File: src/rtl/debounce_pkg.sv
// Shared definitions for the multi-channel button debouncer.
// Latency: n/a (types and constant functions only).
// Backpressure: none.
//   db_state_e  - per-channel debounce FSM states
//   cnt_width() - width large enough to hold any of the three counts without wrap
package debounce_pkg;

  typedef enum logic [1:0] {
    IDLE         = 2'd0,
    PRESS_WAIT   = 2'd1,
    PRESSED      = 2'd2,
    RELEASE_WAIT = 2'd3
  } db_state_e;

  function automatic int cnt_width(input int a, input int b, input int c);
    int m;
    m = a;
    if (b > m) m = b;
    if (c > m) m = c;
    return $clog2(m + 1);
  endfunction

endpackage

File: src/rtl/debounce_ch.sv
// Single-channel debouncer: 2-flop synchroniser, press/release FSM, hold/auto-repeat counter.
// Latency: press/release pulse N_DB+3 edges after a clean raw edge; hold N_HOLD cycles after press.
// Backpressure: none; pulses are one-cycle and never stalled.
//   clk_i      - clock            rst_i     - synchronous active-high reset
//   ent_i      - raw button input level_o   - debounced state (PRESSED or RELEASE_WAIT)
//   press_o    - accepted press   release_o - accepted release   hold_o - long-press/repeat pulse
module debounce_ch
  import debounce_pkg::*;
#(
  parameter int N_DB       = 8000,
  parameter int N_HOLD     = 500000,
  parameter int N_REPEAT   = 100000,
  parameter int REPEAT_EN  = 1,
  parameter int ACTIVE_LOW = 1
) (
  input  logic clk_i,
  input  logic rst_i,
  input  logic ent_i,
  output logic level_o,
  output logic press_o,
  output logic release_o,
  output logic hold_o
);

  localparam int            CW        = cnt_width(N_DB, N_HOLD, N_REPEAT);
  localparam logic [CW-1:0] DB_LAST   = CW'(N_DB - 1);
  localparam logic [CW-1:0] HOLD_LAST = CW'(N_HOLD - 1);
  localparam logic [CW-1:0] REP_LAST  = CW'(N_REPEAT - 1);
  localparam logic          INACTIVE  = (ACTIVE_LOW != 0);
  localparam logic          ONE_SHOT  = (REPEAT_EN == 0);

  logic          sync1_q, sync2_q;
  logic          active;
  db_state_e     state_q, state_d;
  logic [CW-1:0] db_cnt_q, db_cnt_d;
  logic [CW-1:0] hold_cnt_q, hold_cnt_d;
  logic [CW-1:0] hold_last;
  logic          rep_q, rep_d;    // first hold pulse already emitted; now counting repeats
  logic          done_q, done_d;  // one-shot mode: no further hold pulses this press
  logic          press_q, press_d;
  logic          rel_q, rel_d;
  logic          hold_q, hold_d;

  assign active = sync2_q ^ INACTIVE;

  always_ff @(posedge clk_i) begin
    if (rst_i) begin
      sync1_q    <= INACTIVE;
      sync2_q    <= INACTIVE;
      state_q    <= IDLE;
      db_cnt_q   <= '0;
      hold_cnt_q <= '0;
      rep_q      <= 1'b0;
      done_q     <= 1'b0;
      press_q    <= 1'b0;
      rel_q      <= 1'b0;
      hold_q     <= 1'b0;
    end else begin
      sync1_q    <= ent_i;
      sync2_q    <= sync1_q;
      state_q    <= state_d;
      db_cnt_q   <= db_cnt_d;
      hold_cnt_q <= hold_cnt_d;
      rep_q      <= rep_d;
      done_q     <= done_d;
      press_q    <= press_d;
      rel_q      <= rel_d;
      hold_q     <= hold_d;
    end
  end

  always_comb begin
    state_d    = state_q;
    db_cnt_d   = db_cnt_q;
    hold_cnt_d = hold_cnt_q;
    rep_d      = rep_q;
    done_d     = done_q;
    press_d    = 1'b0;
    rel_d      = 1'b0;
    hold_d     = 1'b0;
    // The hold counter restarts after every pulse, so it never exceeds the larger threshold.
    hold_last  = rep_q ? REP_LAST : HOLD_LAST;

    unique case (state_q)
      IDLE: begin
        db_cnt_d   = '0;
        hold_cnt_d = '0;
        rep_d      = 1'b0;
        done_d     = 1'b0;
        if (active) state_d = PRESS_WAIT;
      end
      PRESS_WAIT: begin
        if (!active) begin
          state_d  = IDLE;
          db_cnt_d = '0;
        end else if (db_cnt_q == DB_LAST) begin
          state_d    = PRESSED;
          press_d    = 1'b1;
          hold_cnt_d = '0;
          rep_d      = 1'b0;
          done_d     = 1'b0;
        end else begin
          db_cnt_d = db_cnt_q + CW'(1);
        end
      end
      PRESSED: begin
        // This cycle counts toward hold even if the input just dropped.
        if (!done_q) begin
          if (hold_cnt_q == hold_last) begin
            hold_d     = 1'b1;
            hold_cnt_d = '0;
            rep_d      = 1'b1;
            done_d     = ONE_SHOT;
          end else begin
            hold_cnt_d = hold_cnt_q + CW'(1);
          end
        end
        if (!active) begin
          state_d  = RELEASE_WAIT;
          db_cnt_d = '0;
        end
      end
      RELEASE_WAIT: begin
        // Hold counter is frozen here; a bounce back keeps its progress.
        if (active) begin
          state_d = PRESSED;
        end else if (db_cnt_q == DB_LAST) begin
          state_d = IDLE;
          rel_d   = 1'b1;
        end else begin
          db_cnt_d = db_cnt_q + CW'(1);
        end
      end
      default: state_d = IDLE;
    endcase
  end

  assign level_o   = (state_q == PRESSED) || (state_q == RELEASE_WAIT);
  assign press_o   = press_q;
  assign release_o = rel_q;
  assign hold_o    = hold_q;

endmodule

File: src/rtl/debounce_multi.sv
// NCH independent button debouncers with press/release/hold pulse outputs.
// Latency: press/release N_DB+3 edges after a clean raw edge; hold N_HOLD cycles after press.
// Backpressure: none; every channel pulses independently, several may pulse in one cycle.
//   clk_i, rst_i - clock and synchronous active-high reset
//   ent_i        - raw asynchronous button inputs, one bit per channel
//   level_o      - debounced levels; press_o/release_o/hold_o - one-cycle event pulses
module debounce_multi
  import debounce_pkg::*;
#(
  parameter int NCH        = 4,
  parameter int N_DB       = 8000,
  parameter int N_HOLD     = 500000,
  parameter int N_REPEAT   = 100000,
  parameter int REPEAT_EN  = 1,
  parameter int ACTIVE_LOW = 1
) (
  input  logic           clk_i,
  input  logic           rst_i,
  input  logic [NCH-1:0] ent_i,
  output logic [NCH-1:0] level_o,
  output logic [NCH-1:0] press_o,
  output logic [NCH-1:0] release_o,
  output logic [NCH-1:0] hold_o
);

  for (genvar g = 0; g < NCH; g++) begin : g_ch
    debounce_ch #(
      .N_DB      (N_DB),
      .N_HOLD    (N_HOLD),
      .N_REPEAT  (N_REPEAT),
      .REPEAT_EN (REPEAT_EN),
      .ACTIVE_LOW(ACTIVE_LOW)
    ) u_ch (
      .clk_i    (clk_i),
      .rst_i    (rst_i),
      .ent_i    (ent_i[g]),
      .level_o  (level_o[g]),
      .press_o  (press_o[g]),
      .release_o(release_o[g]),
      .hold_o   (hold_o[g])
    );
  end

endmodule
File: config.mk
export PLATFORM = sky130hd
export DESIGN_NAME = debounce_multi
export DESIGN_NICKNAME = d
export VERILOG_FILES = /design/src/rtl/debounce_pkg.sv /design/src/rtl/debounce_ch.sv /design/src/rtl/debounce_multi.sv
export SDC_FILE = /design/constraint.sdc
export NUM_CORES = 1
export LEC_CHECK = 0
export ABC_AREA = 1
export ABC_CLOCK_PERIOD_IN_PS = 2200
export CAP_MARGIN = 20
export CORE_UTILIZATION = 50
export CTS_BUF_LIST = sky130_fd_sc_hd__clkbuf_16
export DETAILED_ROUTE_END_ITERATION = 8
export GPL_ROUTABILITY_DRIVEN = 0
export HOLD_SLACK_MARGIN = 0.1
export PLACE_DENSITY = 0.66
export SYNTH_ARGS = -nofsm -noshare
export SYNTH_HDL_FRONTEND = slang
export SYNTH_SLANG_ARGS = --single-unit
File: constraint.sdc
create_clock -name clk_i -period 2.2 [get_ports clk_i]
set_input_delay 0.44 -clock clk_i [delete_from_list [all_inputs] [get_ports clk_i]]
set_output_delay 0.44 -clock clk_i [all_outputs]
set_load 0.01 [all_outputs]
==> report_table.html, run 1 <==
<table>
<tr><th>Metric</th><th>Value</th></tr>
<tr><th colspan="2">Status</th></tr>
<tr><td>Result of the run</td><td>finished, violations left</td></tr>
<tr><td>Violations in the final reports</td><td>design-rule violations</td></tr>
<tr><th colspan="2">Cells and area</th></tr>
<tr><td>Most common library cell in the layout ignoring fill and taps</td><td>nand2_1</td></tr>
<tr><td>Fraction of final layout cells sized beyond drive strength 1</td><td>between 7 and 8%</td></tr>
<tr><td>Nets</td><td>approximately 1800</td></tr>
<tr><td>Most frequent cells in the layout</td><td>nand2_1 (498), nor2_1 (253), inv_1 (213)</td></tr>
<tr><td># diodes</td><td>0</td></tr>
<tr><td>Area growth, synth to finish</td><td>8.17%</td></tr>
<tr><td>Fill cells</td><td>around 2200</td></tr>
<tr><th colspan="2">Hold path</th></tr>
<tr><td>Hold Crit Class</td><td>input port to flop</td></tr>
<tr><td>WHS Endpoint</td><td>g_ch[1].u_ch.db_cnt_q[5]</td></tr>
<tr><td>Worst hold start</td><td>rst_i</td></tr>
<tr><td>Number of stages on the worst hold path</td><td>4</td></tr>
<tr><th colspan="2">Die</th></tr>
<tr><td>Horizontal die dimension</td><td>approximately 150 um</td></tr>
<tr><td>Die Outline Area</td><td>approximately 0.023 mm2</td></tr>
<tr><td>Initial Utilization</td><td>around 50%</td></tr>
<tr><td>Cell row count</td><td>54</td></tr>
<tr><td>Die height</td><td>152 um</td></tr>
<tr><td>I/O pin total</td><td>22</td></tr>
<tr><td>Std-Cell Core Area</td><td>~0.022 mm2</td></tr>
<tr><th colspan="2">Timing</th></tr>
<tr><td>Achievable Freq</td><td>between 0.5 and 0.6 GHz</td></tr>
<tr><td>Final Hold Violating Endpoints</td><td>0</td></tr>
<tr><td>Worst clock skew</td><td>approximately 15 ps</td></tr>
<tr><td>Post-route minimum period</td><td>about 2000 ps</td></tr>
<tr><td>RSZ-0062 raised after global routing</td><td>false</td></tr>
<tr><td>Worst path setup slack after routing</td><td>228 ps</td></tr>
<tr><td>Setup_tns</td><td>0 ps</td></tr>
<tr><td>Slew at the pin closest to its max-slew limit</td><td>628 ps</td></tr>
<tr><td>Number of pins with negative max-slew slack in the final report</td><td>0</td></tr>
<tr><td>Final setup viols</td><td>0</td></tr>
<tr><td>Max-Slew Margin vs Limit</td><td>between 50% and 60%</td></tr>
<tr><td>Share of the clock period used by the worst path after layout</td><td>roughly 90%</td></tr>
<tr><th colspan="2">Synth</th></tr>
<tr><td>Count of cell types in the netlist</td><td>42</td></tr>
<tr><td>Flop and latch count out of synthesis</td><td>184</td></tr>
<tr><td>Share of the synthesized area in the top cell type</td><td>between 30% and 40%</td></tr>
<tr><td>Synth area leaders</td><td>dfxtp_1 (33%), nand2_1 (17%), nand3_1 (8.7%)</td></tr>
<tr><td>Number of warning messages in the yosys log</td><td>0</td></tr>
<tr><td>Average cell area after synthesis</td><td>between 6 and 7 um2</td></tr>
<tr><td>Netlist area before placement</td><td>between 0.01 and 0.015 mm2</td></tr>
<tr><td>Cell type with the highest aggregate area in the netlist</td><td>dfxtp_1</td></tr>
<tr><td>Seq/Total Area, Yosys</td><td>between 30 and 40%</td></tr>
<tr><td>Post-Synthesis Net Count</td><td>roughly 1800</td></tr>
<tr><td>Number of standard cells after synthesis</td><td>~1800</td></tr>
<tr><th colspan="2">Place</th></tr>
<tr><td>Post-detailed-placement half-perimeter wirelength</td><td>just under 20000 um</td></tr>
<tr><td>Placement-stage worst setup slack</td><td>201 ps</td></tr>
<tr><td>I/O Buffers</td><td>21</td></tr>
<tr><th colspan="2">Power</th></tr>
<tr><td>Switching power</td><td>roughly 1.7 mW</td></tr>
<tr><td>Internal cell power</td><td>5.05 mW</td></tr>
<tr><td>Fraction of power consumed by the clock network</td><td>between 40% and 50%</td></tr>
<tr><td>Total power of the final layout</td><td>6.70 mW</td></tr>
<tr><td>Relative contribution of combinational cells to total power</td><td>4.0%</td></tr>
<tr><td>Switching power share of the total</td><td>roughly 25%</td></tr>
<tr><td>Power density normalized to cell area</td><td>551 mW/mm2</td></tr>
<tr><td>Relative contribution of sequential cells to total power</td><td>about half</td></tr>
<tr><td>Leakage power summed over all cells</td><td>4.46 nW</td></tr>
<tr><td>Worst vdd ir</td><td>0.000399 V</td></tr>
<tr><th colspan="2">Routing</th></tr>
<tr><td>Iteration count of the initial detailed-routing pass</td><td>9</td></tr>
<tr><td>Post-detailed-routing wire length</td><td>around 26000 um</td></tr>
<tr><td>Drc violations</td><td>2</td></tr>
<tr><td>Total vias in the final route</td><td>around 11000</td></tr>
<tr><td>Post-detailed-route via-to-cell ratio</td><td>~5.2</td></tr>
<tr><td>Length of routed wiring on met1</td><td>roughly 13000 um</td></tr>
<tr><td>Met3 wire len</td><td>approximately 1200 um</td></tr>
<tr><td>Antenna viol nets, final</td><td>0</td></tr>
<tr><td>Violation count after the first detailed-routing iteration</td><td>678</td></tr>
<tr><td>Routed met2 length</td><td>between 10000 and 15000 um</td></tr>
<tr><td>Routed wirelength normalized by instance count</td><td>between 10 and 15 um</td></tr>
<tr><td>Uppermost signal routing layer after detailed routing</td><td>met4</td></tr>
<tr><th colspan="2">Clock tree</th></tr>
<tr><td># clock sinks</td><td>184</td></tr>
<tr><td>Number of gates given a new drive strength after cts</td><td>0</td></tr>
<tr><td>Setup Buffers After CTS</td><td>0</td></tr>
<tr><td>Number of H-tree branching levels</td><td>4</td></tr>
<tr><td>Clock root buffer</td><td>clkbuf_16</td></tr>
<tr><td>Inserted Clock Buffers</td><td>17</td></tr>
<tr><td>Clock latency at the later pin of the worst-skew pair</td><td>about 430 ps</td></tr>
<tr><td>CTS clock-pin slew for the worst setup and hold paths</td><td>around 80 ps</td></tr>
<tr><td>TritonCTS clock tree</td><td>done</td></tr>
<tr><td>Clock tree buffer depth</td><td>2</td></tr>
<tr><td>Hold buffer count at cts</td><td>0</td></tr>
<tr><th colspan="2">Critical path</th></tr>
<tr><td>Top fanout value on the critical path</td><td>19</td></tr>
<tr><td>R2r setup slk</td><td>about 230 ps</td></tr>
<tr><td>Number of cells on the worst reg-to-reg path</td><td>10</td></tr>
<tr><td>Critical register-to-register path startpoint</td><td>g_ch[1].u_ch.db_cnt_q[0]</td></tr>
<tr><td>Worst path required time</td><td>roughly 2500 ps</td></tr>
<tr><td>Kind of capture point of the worst setup path</td><td>flop</td></tr>
<tr><td>Setup CP Type</td><td>flop to flop</td></tr>
<tr><td>Worst Path Arrival</td><td>between 2000 and 2500 ps</td></tr>
<tr><td>Worst r2r dst</td><td>g_ch[1].u_ch.hold_cnt_q[0]</td></tr>
<tr><td>Category of the worst setup path launch point</td><td>flop</td></tr>
<tr><th colspan="2">GRT</th></tr>
<tr><td>Vias in the first global route</td><td>around 10000</td></tr>
<tr><td>Wire length of the first global-routing pass</td><td>around 46000 um</td></tr>
<tr><td>Global-route usage over all layers</td><td>23.5%</td></tr>
<tr><td>Pin count of the biggest net entering global routing</td><td>between 40 and 50</td></tr>
<tr><td>Initial antenna violation count</td><td>0</td></tr>
<tr><td>Remaining global-route overflow</td><td>0</td></tr>
<tr><th colspan="2">Run</th></tr>
<tr><td>Max-Cap Viols</td><td>0</td></tr>
</table>
## worst max-delay path, stage by stage, from the launching register on
cell	delay [ps]
dfxtp_1	400
ha_1	210
nand2_1	80
inv_1	90
nand3_2	110
nor2_4	170
nand3_2	100
nand2_4	200
inv_1	230
o21ai_0	210
nor2_1	60
## area by class of cell
type	count	area, um2	area share [%]
Multi-Input combinational cell	1348	6350	52.2
Sequential cell	184	3680	30.3
Tap cell	280	350	2.88
Timing Repair Buffer	40	348	2.86
Clock buffer	17	425	3.50
Inverter	225	845	6.95
Clock inverter	15	160	1.32
## registers in the layout (all words and copies together) (netlist names), named ones only
name                  count
g_ch.u_ch.release_o       4
g_ch.u_ch.hold_o          4
g_ch.u_ch.sync1_q         4
g_ch.u_ch.hold_cnt_q     76
g_ch.u_ch.sync2_q         4
g_ch.u_ch.db_cnt_q       76
g_ch.u_ch.rep_q           4
g_ch.u_ch.state_q         4
g_ch.u_ch.press_o         4
## power by group through the flow
stage | logic [mW] | clock network [mW] | registers, mW
finish | 0.271 | 3.04 | 3.39
global placement | 0.268 | 0 | 3.46
detailed placement | 0.271 | 0 | 3.46
global route | 0.305 | 3.25 | 3.39
floorplan | 0.215 | 0 | 3.45
CTS | 0.271 | 3.11 | 3.38
## metrics by stage
step           instances  cell area, um2  util, %  hold WS [ps]
2_1_floorplan       1814           11200        -           389
3_3_place_gp        2077           11600     52.7           391
3_5_place_dp        2077           11600     52.7           397
4_1_cts             2109           12200     55.3           382
5_1_grt             2109           12200     55.4           387
6_report            2109           12200     55.4           394
## synthesized netlist by cell type (all sizes together)
| master | count |
|---|---|
| nand2 | 520 |
| nor2 | 278 |
| inv | 224 |
| nand3 | 204 |
| dfxtp | 184 |
| a21oi | 108 |
| o21ai | 55 |
| nand4 | 52 |
| nor3 | 51 |
| buf | 42 |
| xor2 | 18 |
| clkbuf | 15 |
| nand3b | 15 |
| or2 | 12 |
| ha | 8 |
| nor4 | 8 |
| xnor2 | 8 |
| and3 | 3 |
| and2 | 2 |
| a211oi | 1 |
| a21o | 1 |
| a22oi | 1 |
| a311oi | 1 |
| clkinv | 1 |
| nor3b | 1 |
| o21bai | 1 |
## worst max path at each step
| stage | slack [ps] | from | endpoint |
|---|---|---|---|
| floorplan | 570 | g_ch[0].u_ch.db_cnt_q[0] | g_ch[0].u_ch.hold_cnt_q[0] |
| global placement | 270 | g_ch[0].u_ch.db_cnt_q[0] | g_ch[0].u_ch.hold_cnt_q[10] |
| detailed placement | 200 | g_ch[0].u_ch.db_cnt_q[0] | g_ch[0].u_ch.hold_cnt_q[11] |
| CTS | 180 | g_ch[0].u_ch.db_cnt_q[0] | g_ch[0].u_ch.hold_cnt_q[11] |
| global route | 60 | g_ch[1].u_ch.db_cnt_q[0] | g_ch[1].u_ch.hold_cnt_q[0] |
| finish | 230 | g_ch[1].u_ch.db_cnt_q[0] | g_ch[1].u_ch.hold_cnt_q[0] |
## cell families (layout without fill, tap and decap cells)
kind of cell             Yosys count  after routing  synth area share (%)
XOR/XNOR                          26             26                  2.03
flip-flops                       184            184                  32.8
adder cells (fa/ha/maj)            8              8                 0.891
AND/OR/NAND/NOR                 1146           1146                  45.8
buffers and inverters            282            297                  10.8
AO/OA/AOI/OAI                    168            168                  7.74
## metal layers
layer	vias to the layer above	track usage, %
met5	-	0
li1	5808	-
met1	4968	31.7
met4	0	6.41
met2	231	39.5
met3	20	3.14
Note: power is estimated with default switching activity, not from simulation.
==> inputs of run 2 (changes only) <==
--- a/config.mk
+++ b/config.mk
@@ -8,12 +8,14 @@
 export ABC_AREA = 1
 export ABC_CLOCK_PERIOD_IN_PS = 2200
 export CAP_MARGIN = 20
+export CORE_MARGIN = 5
 export CORE_UTILIZATION = 50
 export CTS_BUF_LIST = sky130_fd_sc_hd__clkbuf_16
 export DETAILED_ROUTE_END_ITERATION = 8
 export GPL_ROUTABILITY_DRIVEN = 0
 export HOLD_SLACK_MARGIN = 0.1
 export PLACE_DENSITY = 0.66
+export SETUP_SLACK_MARGIN = 0.4
 export SYNTH_ARGS = -nofsm -noshare
 export SYNTH_HDL_FRONTEND = slang
 export SYNTH_SLANG_ARGS = --single-unit
==> run 2 against run 1 <==
The flow now finishes without violations. Worst setup slack better by 240 ps. Die area is 11% higher. Cell count is 0.85% higher. Clock skew is 4.4 ps higher. Combinational power is 13% higher. Total power is 1.6% lower. Count of clock-buffer cells in the layout stayed put. Flip-flop and latch count stayed put. Critical path depth is 9 lower. Maximum frequency is 14% higher. Non-clock buffer count is 13 higher. Hold slack worse by 45 ps. Critical endpoint is now hold_o[2]. Largest power group unchanged.
==> report_table.html, run 2 (synthesis gave the netlist of run 1 again) <==
<table>
<tr><th>Metric</th><th>Value</th></tr>
<tr><th colspan="2">Status</th></tr>
<tr><td>Result of the run</td><td>finished, final reports clean (was finished, violations left)</td></tr>
<tr><th colspan="2">Routing</th></tr>
<tr><td>Antenna viol nets, final</td><td>0 (unchanged)</td></tr>
<tr><td>Drc violations</td><td>0 (was 2)</td></tr>
<tr><td>Routed wirelength normalized by instance count</td><td>12.9 um (was 12.5 um)</td></tr>
<tr><td>Post-detailed-route via-to-cell ratio</td><td>5.25 (was 5.23)</td></tr>
<tr><td>Total vias in the final route</td><td>11200 (was 11000)</td></tr>
<tr><td>Violation count after the first detailed-routing iteration</td><td>970 (was 678)</td></tr>
<tr><td>Iteration count of the initial detailed-routing pass</td><td>5 (was 9)</td></tr>
<tr><td>Post-detailed-routing wire length</td><td>27500 um (was 26400 um)</td></tr>
<tr><th colspan="2">Critical path</th></tr>
<tr><td>Worst path max stage delay</td><td>540 ps (was 400 ps)</td></tr>
<tr><td>Largest delay share family, worst path</td><td>buffers and inverters (was simple AND/OR/NAND/NOR gates)</td></tr>
<tr><td>Kind of capture point of the worst setup path</td><td>output pin (was flop)</td></tr>
<tr><td>Setup CP Type</td><td>flop to output pin (was flop to flop)</td></tr>
<tr><td>Crit path max-delay cell type</td><td>clkdlybuf4s50_1 (was dfxtp_1)</td></tr>
<tr><td>Category of the worst setup path launch point</td><td>flop (unchanged)</td></tr>
<tr><td>Ordered cell list for the critical path</td><td>clkdlybuf4s50_1 (was ha_1 &gt; nand2_1 &gt; inv_1 &gt; nand3_2 &gt; nor2_4 &gt; nand3_2 &gt; nand2_4 &gt; inv_1 &gt; o21ai_0 &gt; nor2_1)</td></tr>
<tr><td>Number of buffers and inverters on the critical path</td><td>1 (was 2)</td></tr>
<tr><td>Critical path origin</td><td>g_ch[2].u_ch.hold_o (was g_ch[1].u_ch.db_cnt_q[0])</td></tr>
<tr><td>Top fanout value on the critical path</td><td>1 (was 19)</td></tr>
<tr><td>R2r setup slk</td><td>470 ps (was 230 ps)</td></tr>
<tr><td>Worst path required time</td><td>1760 ps (was 2520 ps)</td></tr>
<tr><td>Worst Path Arrival</td><td>1290 ps (was 2290 ps)</td></tr>
<tr><td>Critical register-to-register path startpoint</td><td>g_ch[2].u_ch.db_cnt_q[0] (was g_ch[1].u_ch.db_cnt_q[0])</td></tr>
<tr><th colspan="2">Cells and area</th></tr>
<tr><td>Most common library cell in the layout ignoring fill and taps</td><td>nand2_1 (unchanged)</td></tr>
<tr><td>Nets</td><td>1848 (was 1830)</td></tr>
<tr><td>Largest registers</td><td>g_ch.u_ch.db_cnt_q: 76 flops, g_ch.u_ch.hold_cnt_q: 76 flops (unchanged)</td></tr>
<tr><td>Fill cells</td><td>2201 (was 2181)</td></tr>
<tr><td>Most frequent cells in the layout</td><td>nand2_1 (492), nor2_1 (245), inv_1 (211) (was nand2_1 (498), nor2_1 (253), inv_1 (213))</td></tr>
<tr><td>Non-filler instance count after layout</td><td>2127 (was 2109)</td></tr>
<tr><td># diodes</td><td>0 (unchanged)</td></tr>
<tr><td>Finished layout cell area</td><td>0.0126 mm2 (was 0.0122 mm2)</td></tr>
<tr><td>Fraction of final layout cells sized beyond drive strength 1</td><td>11.5% (was 7.82%)</td></tr>
<tr><td>Area growth, synth to finish</td><td>11.9% (was 8.17%)</td></tr>
<tr><th colspan="2">Clock tree</th></tr>
<tr><td>Clock tree buffer depth</td><td>2 (unchanged)</td></tr>
<tr><td>Clock root buffer</td><td>clkbuf_16 (unchanged)</td></tr>
<tr><td># clock sinks</td><td>184 (unchanged)</td></tr>
<tr><td>Hold buffer count at cts</td><td>0 (unchanged)</td></tr>
<tr><td>Number of H-tree branching levels</td><td>4 (unchanged)</td></tr>
<tr><td>CTS clock-pin slew for the worst setup and hold paths</td><td>70 ps (was 80 ps)</td></tr>
<tr><td>Inserted Clock Buffers</td><td>17 (unchanged)</td></tr>
<tr><td>Clock latency at the later pin of the worst-skew pair</td><td>440 ps (was 430 ps)</td></tr>
<tr><td>TritonCTS clock tree</td><td>done (unchanged)</td></tr>
<tr><th colspan="2">Die</th></tr>
<tr><td>Die Outline Area</td><td>0.0256 mm2 (was 0.0231 mm2)</td></tr>
<tr><td>Initial Utilization</td><td>51.2% (unchanged)</td></tr>
<tr><td>Horizontal die dimension</td><td>160 um (was 152 um)</td></tr>
<tr><td>Die height</td><td>160 um (was 152 um)</td></tr>
<tr><td>I/O pin total</td><td>22 (unchanged)</td></tr>
<tr><td>Std-Cell Core Area</td><td>0.0220 mm2 (unchanged)</td></tr>
<tr><td>Cell row count</td><td>54 (unchanged)</td></tr>
<tr><th colspan="2">GRT</th></tr>
<tr><td>Global-route usage over all layers</td><td>21.4% (was 23.5%)</td></tr>
<tr><td>Pin count of the biggest net entering global routing</td><td>37 (was 47)</td></tr>
<tr><td>Wire length of the first global-routing pass</td><td>47400 um (was 46300 um)</td></tr>
<tr><td>Remaining global-route overflow</td><td>0 (unchanged)</td></tr>
<tr><td>Vias in the first global route</td><td>10200 (about the same)</td></tr>
<tr><td>Initial antenna violation count</td><td>0 (unchanged)</td></tr>
<tr><th colspan="2">Timing</th></tr>
<tr><td>Worst clock skew</td><td>19.0 ps (was 14.6 ps)</td></tr>
<tr><td>Final setup viols</td><td>0 (unchanged)</td></tr>
<tr><td>Final Hold Slack</td><td>350 ps (was 394 ps)</td></tr>
<tr><td>Slew at the pin closest to its max-slew limit</td><td>420 ps (was 628 ps)</td></tr>
<tr><td>Post-route minimum period</td><td>1730 ps (was 1970 ps)</td></tr>
<tr><td>RSZ-0062 raised after global routing</td><td>true (was false)</td></tr>
<tr><td>Number of pins with negative max-slew slack in the final report</td><td>0 (unchanged)</td></tr>
<tr><td>Share of the clock period used by the worst path after layout</td><td>78.7% (was 89.7%)</td></tr>
<tr><td>Final Hold Violating Endpoints</td><td>0 (unchanged)</td></tr>
<tr><td>Max-Slew Margin vs Limit</td><td>71.8% (was 58.1%)</td></tr>
<tr><td>Achievable Freq</td><td>0.578 GHz (was 0.507 GHz)</td></tr>
<tr><td>Setup_tns</td><td>0 ps (unchanged)</td></tr>
<tr><th colspan="2">Place</th></tr>
<tr><td>I/O Buffers</td><td>21 (unchanged)</td></tr>
<tr><td>Post-detailed-placement half-perimeter wirelength</td><td>20000 um (was 19600 um)</td></tr>
<tr><td>Placed cell count</td><td>2078 (was 2077)</td></tr>
<tr><td>Placed inst area</td><td>0.0116 mm2 (about the same)</td></tr>
<tr><th colspan="2">Power</th></tr>
<tr><td>Leakage power summed over all cells</td><td>4.53 nW (was 4.46 nW)</td></tr>
<tr><td>Total power of the final layout</td><td>6.59 mW (was 6.70 mW)</td></tr>
<tr><td>Worst vdd ir</td><td>0.000389 V (was 0.000399 V)</td></tr>
<tr><td>Power density normalized to cell area</td><td>524 mW/mm2 (was 551 mW/mm2)</td></tr>
<tr><th colspan="2">Hold path</th></tr>
<tr><td>Hold Crit Class</td><td>input port to flop (unchanged)</td></tr>
<tr><td>Worst hold start</td><td>rst_i (unchanged)</td></tr>
<tr><th colspan="2">Run</th></tr>
<tr><td>Max-Cap Viols</td><td>0 (unchanged)</td></tr>
</table>
==> run 2: cell types whose count changed in the layout (fill, tap and decap cells not counted), moves of 5 or more <==
cell | before | now
nand2_1 | 498 | 492
clkinvlp_4 | 1 | 7
ha_1 | 8 | 1
dfxtp_1 | 184 | 159
dlygate4sd2_1 | 0 | 6
buf_4 | 19 | 28
nor2_1 | 253 | 245
ha_4 | 0 | 5
clkdlybuf4s50_1 | 20 | 14
dfxtp_2 | 0 | 21
==> run 2: timing repair <==
action / in CTS / in global routing
hold endpoints to repair: 0 / 0
buffers inserted: 4 / 7
setup endpoints to repair: 75 / 128
resized for setup: 25 / 68
gates cloned: 2 / 4
pin swaps: 1 / 11
==> run 2: layout make-up <==
| class | count | area, um2 | area share, % |
|---|---|---|---|
| multi-input combinational | 1351 | 6610 | 52.6 |
| sequential | 184 | 3720 | 29.6 |
| inverter | 225 | 858 | 6.83 |
| timing repair buffer | 53 | 462 | 3.67 |
| clock buffer | 17 | 425 | 3.38 |
| tap | 280 | 350 | 2.79 |
| clock inverter | 15 | 125 | 0.995 |
| timing repair inverter | 2 | 15.0 | 0.119 |
==> run 2: path summary, 6_finish.rpt <==
check | end | cells past startpoint
max | hold_o[2] | 1
min | g_ch[3].u_ch.hold_cnt_q[14] | 2
max reg2reg | g_ch[2].u_ch.hold_cnt_q[9] | 10
min reg2reg | g_ch[0].u_ch.sync2_q | 1
==> run 2: routing by layer <==
layer	global-route usage [%]	share of wire (%)
met1	29.9	48
met2	34.7	46
met3	3.27	4.4
met4	5.55	1.0
met5	0	0
==> run 2: where the power goes <==
part	switching (mW)	total, mW	leakage (nW)	internal [mW]
registers	0.0413	3.39	1.50	3.35
logic	0.205	0.305	2.76	0.100
clock network	1.41	2.89	0.273	1.48
==> run 2: stage by stage <==
stage	setup slack [ps]	utilization (%)
floorplan	570	-
global placement	280	52.7
detailed placement	200	52.7
CTS	404	55.8
global route	335	57.3
finish	469	57.3
